[src/rtl/tristate_bus_arbiter_if.sv]
// Bus-side signals of the tri-state arbiter, grouped for the requester
// (master) and arbiter (slave) ends.
interface tristate_bus_arbiter_if #(
  parameter int N_REQ = 4,
  parameter int OW    = (N_REQ > 1) ? $clog2(N_REQ) : 1
);
  logic [N_REQ-1:0] req_i;
  logic [N_REQ-1:0] lock_i;
  logic [N_REQ-1:0] oe_o;
  logic [OW-1:0]    owner_o;
  logic             busy_o;
  logic             turn_o;

  modport master (
    output req_i, lock_i,
    input  oe_o, owner_o, busy_o, turn_o
  );

  modport slave (
    input  req_i, lock_i,
    output oe_o, owner_o, busy_o, turn_o
  );
endinterface

[src/rtl/tristate_bus_arbiter.sv]
// Round-robin arbiter for one shared tri-state line. oe_o is one-hot or zero
// and drives bufif1 controls directly; owners are separated by TURN_CYCLES
// all-off cycles and each tenure is capped at HOLD_MAX cycles.
// Optional macro TRI_ARB_LOCK_EN: lock_i[owner] extends a tenure past
// HOLD_MAX until lock or request drops.
module tristate_bus_arbiter #(
  parameter int N_REQ       = 4,
  parameter int HOLD_MAX    = 8,
  parameter int TURN_CYCLES = 1
) (
  input logic                   clk_i,
  input logic                   rst_i,
  tristate_bus_arbiter_if.slave bus
);

  localparam int OW = (N_REQ > 1) ? $clog2(N_REQ) : 1;
  localparam int TW = (HOLD_MAX > 1) ? $clog2(HOLD_MAX + 1) : 1;
  localparam int CW = (TURN_CYCLES > 1) ? $clog2(TURN_CYCLES + 1) : 1;

  typedef enum logic [1:0] {IDLE, GRANT, TURN} state_t;

  state_t           r_state;
  logic [TW-1:0]    r_tenure;
  logic [CW-1:0]    r_turnCnt;
  logic [N_REQ-1:0] r_oe;
  logic [OW-1:0]    r_owner;
  logic             r_busy;
  logic             r_turn;

  logic [OW-1:0]    w_cand;
  logic [OW-1:0]    w_winner;
  logic [N_REQ-1:0] w_winnerOh;
  logic             w_anyReq;
  logic             w_lockOwner;
  logic             w_release;

  // Round-robin pick: scan from owner+1 upward, the current owner is tried last
  always_comb begin
    w_cand     = r_owner;
    w_winner   = r_owner;
    w_winnerOh = '0;
    w_anyReq   = |bus.req_i;
    for (int k = N_REQ; k >= 1; k--) begin
      w_cand = OW'((int'(r_owner) + k) % N_REQ);
      if (bus.req_i[w_cand]) w_winner = w_cand;
    end
    w_winnerOh[w_winner] = 1'b1;
  end

  // Release decision for the current owner; lock only matters in the lock build
  always_comb begin
`ifdef TRI_ARB_LOCK_EN
    w_lockOwner = bus.lock_i[r_owner];
`else
    w_lockOwner = 1'b0 & bus.lock_i[r_owner];
`endif
    w_release = !bus.req_i[r_owner] ||
                ((r_tenure >= TW'(HOLD_MAX)) && !w_lockOwner);
  end

  // Arbitration FSM with registered enables, owner, busy and turnaround flags
  always_ff @(posedge clk_i) begin
    if (rst_i) begin
      r_state   <= IDLE;
      r_tenure  <= '0;
      r_turnCnt <= '0;
      r_oe      <= '0;
      r_owner   <= OW'(N_REQ - 1);
      r_busy    <= 1'b0;
      r_turn    <= 1'b0;
    end else begin
      case (r_state)
        IDLE: begin
          if (w_anyReq) begin
            r_state  <= GRANT;
            r_oe     <= w_winnerOh;
            r_owner  <= w_winner;
            r_tenure <= TW'(1);
            r_busy   <= 1'b1;
          end
        end
        GRANT: begin
          if (w_release) begin
            r_state   <= TURN;
            r_oe      <= '0;
            r_busy    <= 1'b0;
            r_turn    <= 1'b1;
            r_turnCnt <= CW'(1);
          end else if (r_tenure != TW'(HOLD_MAX)) begin
            r_tenure <= r_tenure + TW'(1);
          end
        end
        TURN: begin
          if (r_turnCnt == CW'(TURN_CYCLES)) begin
            r_turn    <= 1'b0;
            r_turnCnt <= '0;
            if (w_anyReq) begin
              r_state  <= GRANT;
              r_oe     <= w_winnerOh;
              r_owner  <= w_winner;
              r_tenure <= TW'(1);
              r_busy   <= 1'b1;
            end else begin
              r_state <= IDLE;
            end
          end else begin
            r_turnCnt <= r_turnCnt + CW'(1);
          end
        end
        default: begin
          r_state <= IDLE;
          r_oe    <= '0;
          r_busy  <= 1'b0;
          r_turn  <= 1'b0;
        end
      endcase
    end
  end

  assign bus.oe_o    = r_oe;
  assign bus.owner_o = r_owner;
  assign bus.busy_o  = r_busy;
  assign bus.turn_o  = r_turn;

endmodule

[src/flat_wrapper.sv]
// flat-port wrapper written by rule: the top's interface ports become plain ports
module tristate_bus_arbiter_flat 
#(
  parameter int N_REQ       = 4,
  parameter int HOLD_MAX    = 8,
  parameter int TURN_CYCLES = 1
)
  (clk_i, rst_i, bus_req_i, bus_lock_i, bus_oe_o, bus_owner_o, bus_busy_o, bus_turn_o);
  tristate_bus_arbiter_if #(.N_REQ(N_REQ)) bus_i ();
  input logic clk_i;
  input logic rst_i;
  input wire logic [$bits(bus_i.req_i)-1:0] bus_req_i;
  input wire logic [$bits(bus_i.lock_i)-1:0] bus_lock_i;
  output wire logic [$bits(bus_i.oe_o)-1:0] bus_oe_o;
  output wire logic [$bits(bus_i.owner_o)-1:0] bus_owner_o;
  output wire logic [$bits(bus_i.busy_o)-1:0] bus_busy_o;
  output wire logic [$bits(bus_i.turn_o)-1:0] bus_turn_o;
  assign bus_i.req_i = bus_req_i;
  assign bus_i.lock_i = bus_lock_i;
  assign bus_oe_o = bus_i.oe_o;
  assign bus_owner_o = bus_i.owner_o;
  assign bus_busy_o = bus_i.busy_o;
  assign bus_turn_o = bus_i.turn_o;
  tristate_bus_arbiter #(.N_REQ(N_REQ), .HOLD_MAX(HOLD_MAX), .TURN_CYCLES(TURN_CYCLES)) u_core (.clk_i(clk_i), .rst_i(rst_i), .bus(bus_i));
endmodule
[config.mk]
export PLATFORM = sky130hd
export DESIGN_NAME = tristate_bus_arbiter_flat
export DESIGN_NICKNAME = d
export VERILOG_FILES = /design/src/rtl/tristate_bus_arbiter_if.sv /design/src/rtl/tristate_bus_arbiter.sv /design/src/flat_wrapper.sv
export SDC_FILE = /design/constraint.sdc
export NUM_CORES = 1
export LEC_CHECK = 0
export ABC_CLOCK_PERIOD_IN_PS = 4100
export CAP_MARGIN = 25
export CORE_MARGIN = 2
export CORE_UTILIZATION = 51
export CTS_CLUSTER_DIAMETER = 150
export DETAILED_ROUTE_END_ITERATION = 7
export PLACE_DENSITY = 0.86
export SLEW_MARGIN = 10
export SYNTH_ARGS = -nofsm -noshare
export SYNTH_HDL_FRONTEND = slang
export SYNTH_SLANG_ARGS = --single-unit
[constraint.sdc]
create_clock -name clk_i -period 4.1 [get_ports clk_i]
set_input_delay 0.615 -clock clk_i [delete_from_list [all_inputs] [get_ports clk_i]]
set_output_delay 0.615 -clock clk_i [all_outputs]
set_load 0.05 [all_outputs]
==> results.yml <==
sta:
  slew_headroom_pct: 59.24
  setup_violations: 0
  hold_ws_ns: 0.4722
  rsz0062_at_grt: "false"
  hold_viol: 0
  fin_crit_sh_pct: 55.91
  setup_tns_ns: 0
  fin_skew_ns: 0.001786
  tightestPinTransition_ns: 0.6068
  slew_viol_final: 0
  min_period_ns: 2.292
  fmax_mhz: 436.2
floorplan:
  dieWidth_um: 43.10
  initial_core_util_pct: 52.98
  pin_count: 18
  rows: 14
  core_sq_um: 1471
  fp.dieH_um: 43.10
  die-area_sq_um: 1857
setup_path:
  cpPeakStageDelay_ns: 0.87
  crit_path_end_kind: "output pin"
  critPathArrivalTime_ns: 1.68
  cp.buffers_inverters: 1
  worstPathRequired_ns: 3.48
  r2r_setup_slack_ns: 2.35
  crit_fanout: 10
  path_cells: "clkdlybuf4s50_1"
  crit_cells: 1
  critPathKind: "flip-flop to output pin"
  rr_worst_depth: 4
  slowest_stage: "clkdlybuf4s50_1"
  cp_top_family: "buffers and inverters"
  start_kind: "flip-flop"
cells_and_area:
  layout_commonest_cell: "dfxtp_1"
  fin_nets: 113
  area_delta_synth_final_pct: 21.03
  num_antenna_cells: 0
  design_area_sq_um: 943.4
  mostFrequentLayoutCells: "dfxtp_1, clkdlybuf4s50_1, a21oi_1"
  fin_util_pct: 64.12
  drive_gt1_share_pct: 12.00
logic_synthesis:
  synth_fp_nets: 98
  postSynthCellCount: 86
  syn_area_sq_um: 779.5
  yosysSeqAreaShare_pct: 38.52
  synthDistinctLibCells: 35
  synth_warnings: 0
  synth-edff-count: 0
  synth-main-ff-cell: "dfxtp_1"
  async_reset_ff_share_pct: 0
  ys_ff_latch: 15
  synth_area_per_cell_sq_um: 9.064
clock_network:
  cts_tree: "done"
  clk_pin_slew_worst_paths_ns: 0.08
  post_cts.repair.setup_buffers: 0
  clkLatencyLatePin_ns: 0.28
  clockRootBuffer: "clkbuf_4"
  ctsResizeCount: 0
  clock_path_buffers: 2
  cts.hold.buffers_added: 0
  clock-sinks: 15
  cts_made_buffers: 3
  htreeDepth: 1
power_and_ir_drop:
  switching_share_pct: 39.99
  worst_ir_drop_vdd_v: 0.0003607
  power.density_nw_per_um2: 514.1
  p_int_mw: 0.2910
  p_sw_mw: 0.1940
  p_seq_share_pct: 41.3
  finalPower_mw: 0.4850
  pwr-share-comb_pct: 42.0
  power.leakage_nw: 0.3410
  p_clk_share_pct: 16.7
route:
  drt_pass1_iterations: 4
  vias_per_cell: 6.069
  routed_wl_um: 1538
  num_vias: 704
  drt.antenna.violating_nets: 0
  drt_iter0_drc: 6
  drc: 0
  wl_per_cell_um: 13.26
global_routing:
  antenna_found_initial: 0
  grt_pass1_wl_um: 2546
  grt.overflow.total: 0
  grt_pass1_vias: 640
  grt_usage_pct: 18.13
  grt_max_degree: 16
placed_design:
  dp_hpwl_um: 1167
  io_buffers: 13
  placed_area_sq_um: 917.1
  gp_congestion: 0.7600
hold_path:
  hold_path.class: "flip-flop to flip-flop"
  hold_depth: 2
outcome:
  status: "finished, final reports clean"
job:
  drv_cap: 0
==> registers in the layout, summed over array words and instances (netlist names) <==
| register | flops |
|---|---|
| u_core.bus.busy_o | 1 |
| u_core.bus.oe_o | 4 |
| u_core.bus.owner_o | 2 |
| u_core.bus.turn_o | 1 |
| u_core.r_state | 2 |
| u_core.r_tenure | 4 |
| u_core.r_turnCnt | 1 |
==> path summary, 6_finish.rpt <==
check | start | end
worst min register to register | u_core.bus.turn_o | u_core.bus.turn_o
worst max-delay path | u_core.bus.owner_o[1] | bus_owner_o[1]
worst min-delay path | u_core.bus.turn_o | u_core.bus.turn_o
worst max register to register | u_core.bus.owner_o[1] | u_core.bus.oe_o[0]
==> stage by stage <==
stage,std cells,setup slack (ns)
after detailed placement,112,1.710
after global placement,112,1.749
after global routing,116,1.728
after CTS,116,1.799
final,116,1.808
after floorplan,86,2.161
==> cell usage after synthesis (all sizes together) (2+ instances only) <==
cell / number / area [sq um]
nand2: 4 / 15.01
nor2: 6 / 22.52
or3: 5 / 31.28
ha: 2 / 25.02
a21oi: 7 / 35.03
o2bb2ai: 3 / 26.28
dfxtp: 15 / 300.3
nor2b: 2 / 12.51
nand3: 2 / 10.01
a22o: 2 / 17.52
inv: 4 / 15.01
a211oi: 3 / 27.52
nor4: 3 / 18.77
nor3: 5 / 25.02
o21ai: 3 / 15.01
clkbuf: 2 / 7.510
==> logic make-up after synthesis <==
family / count (synthesis) / share of synthesized area [%]
compound gates: 25 / 24.40
buf+inv: 7 / 3.530
simple gates: 35 / 26.65
fa+ha+maj: 2 / 3.210
mux: 2 / 3.691
flops: 15 / 38.52
==> power by group through the flow <==
stage	clock, mW	sequential, mW	combinational [mW]
after global placement	0	0.203	0.200
after detailed placement	0	0.204	0.205
after floorplan	0	0.243	0.108
after global routing	0.0915	0.205	0.218
after CTS	0.0840	0.201	0.206
final	0.0808	0.200	0.204
==> layer usage <==
metal / track usage, % / part of all wire [%]
met2: 33.43 / 51
met1: 18.59 / 43
met4: 3.636 / 0.91
met3: 8.085 / 4.7
met5: 0 / 0
==> cell type report <==
class / count / area (sq um)
inverter: 4 / 15.01
timing repair buffer: 13 / 130.1
clock buffer: 4 / 26.28
tap: 16 / 20.02
sequential: 15 / 300.3
fill: 128 / 528.0
multi-input combinational: 64 / 451.7
==> worst min-delay path, delay by kind of cell, from the launching register on <==
| family | cells | cell delay [ns] |
|---|---|---|
| compound gates | 1 | 0.06 |
| flops | 1 | 0.32 |
| simple gates | 1 | 0.06 |
No activity file was read; power rests on OpenSTA's default activity.
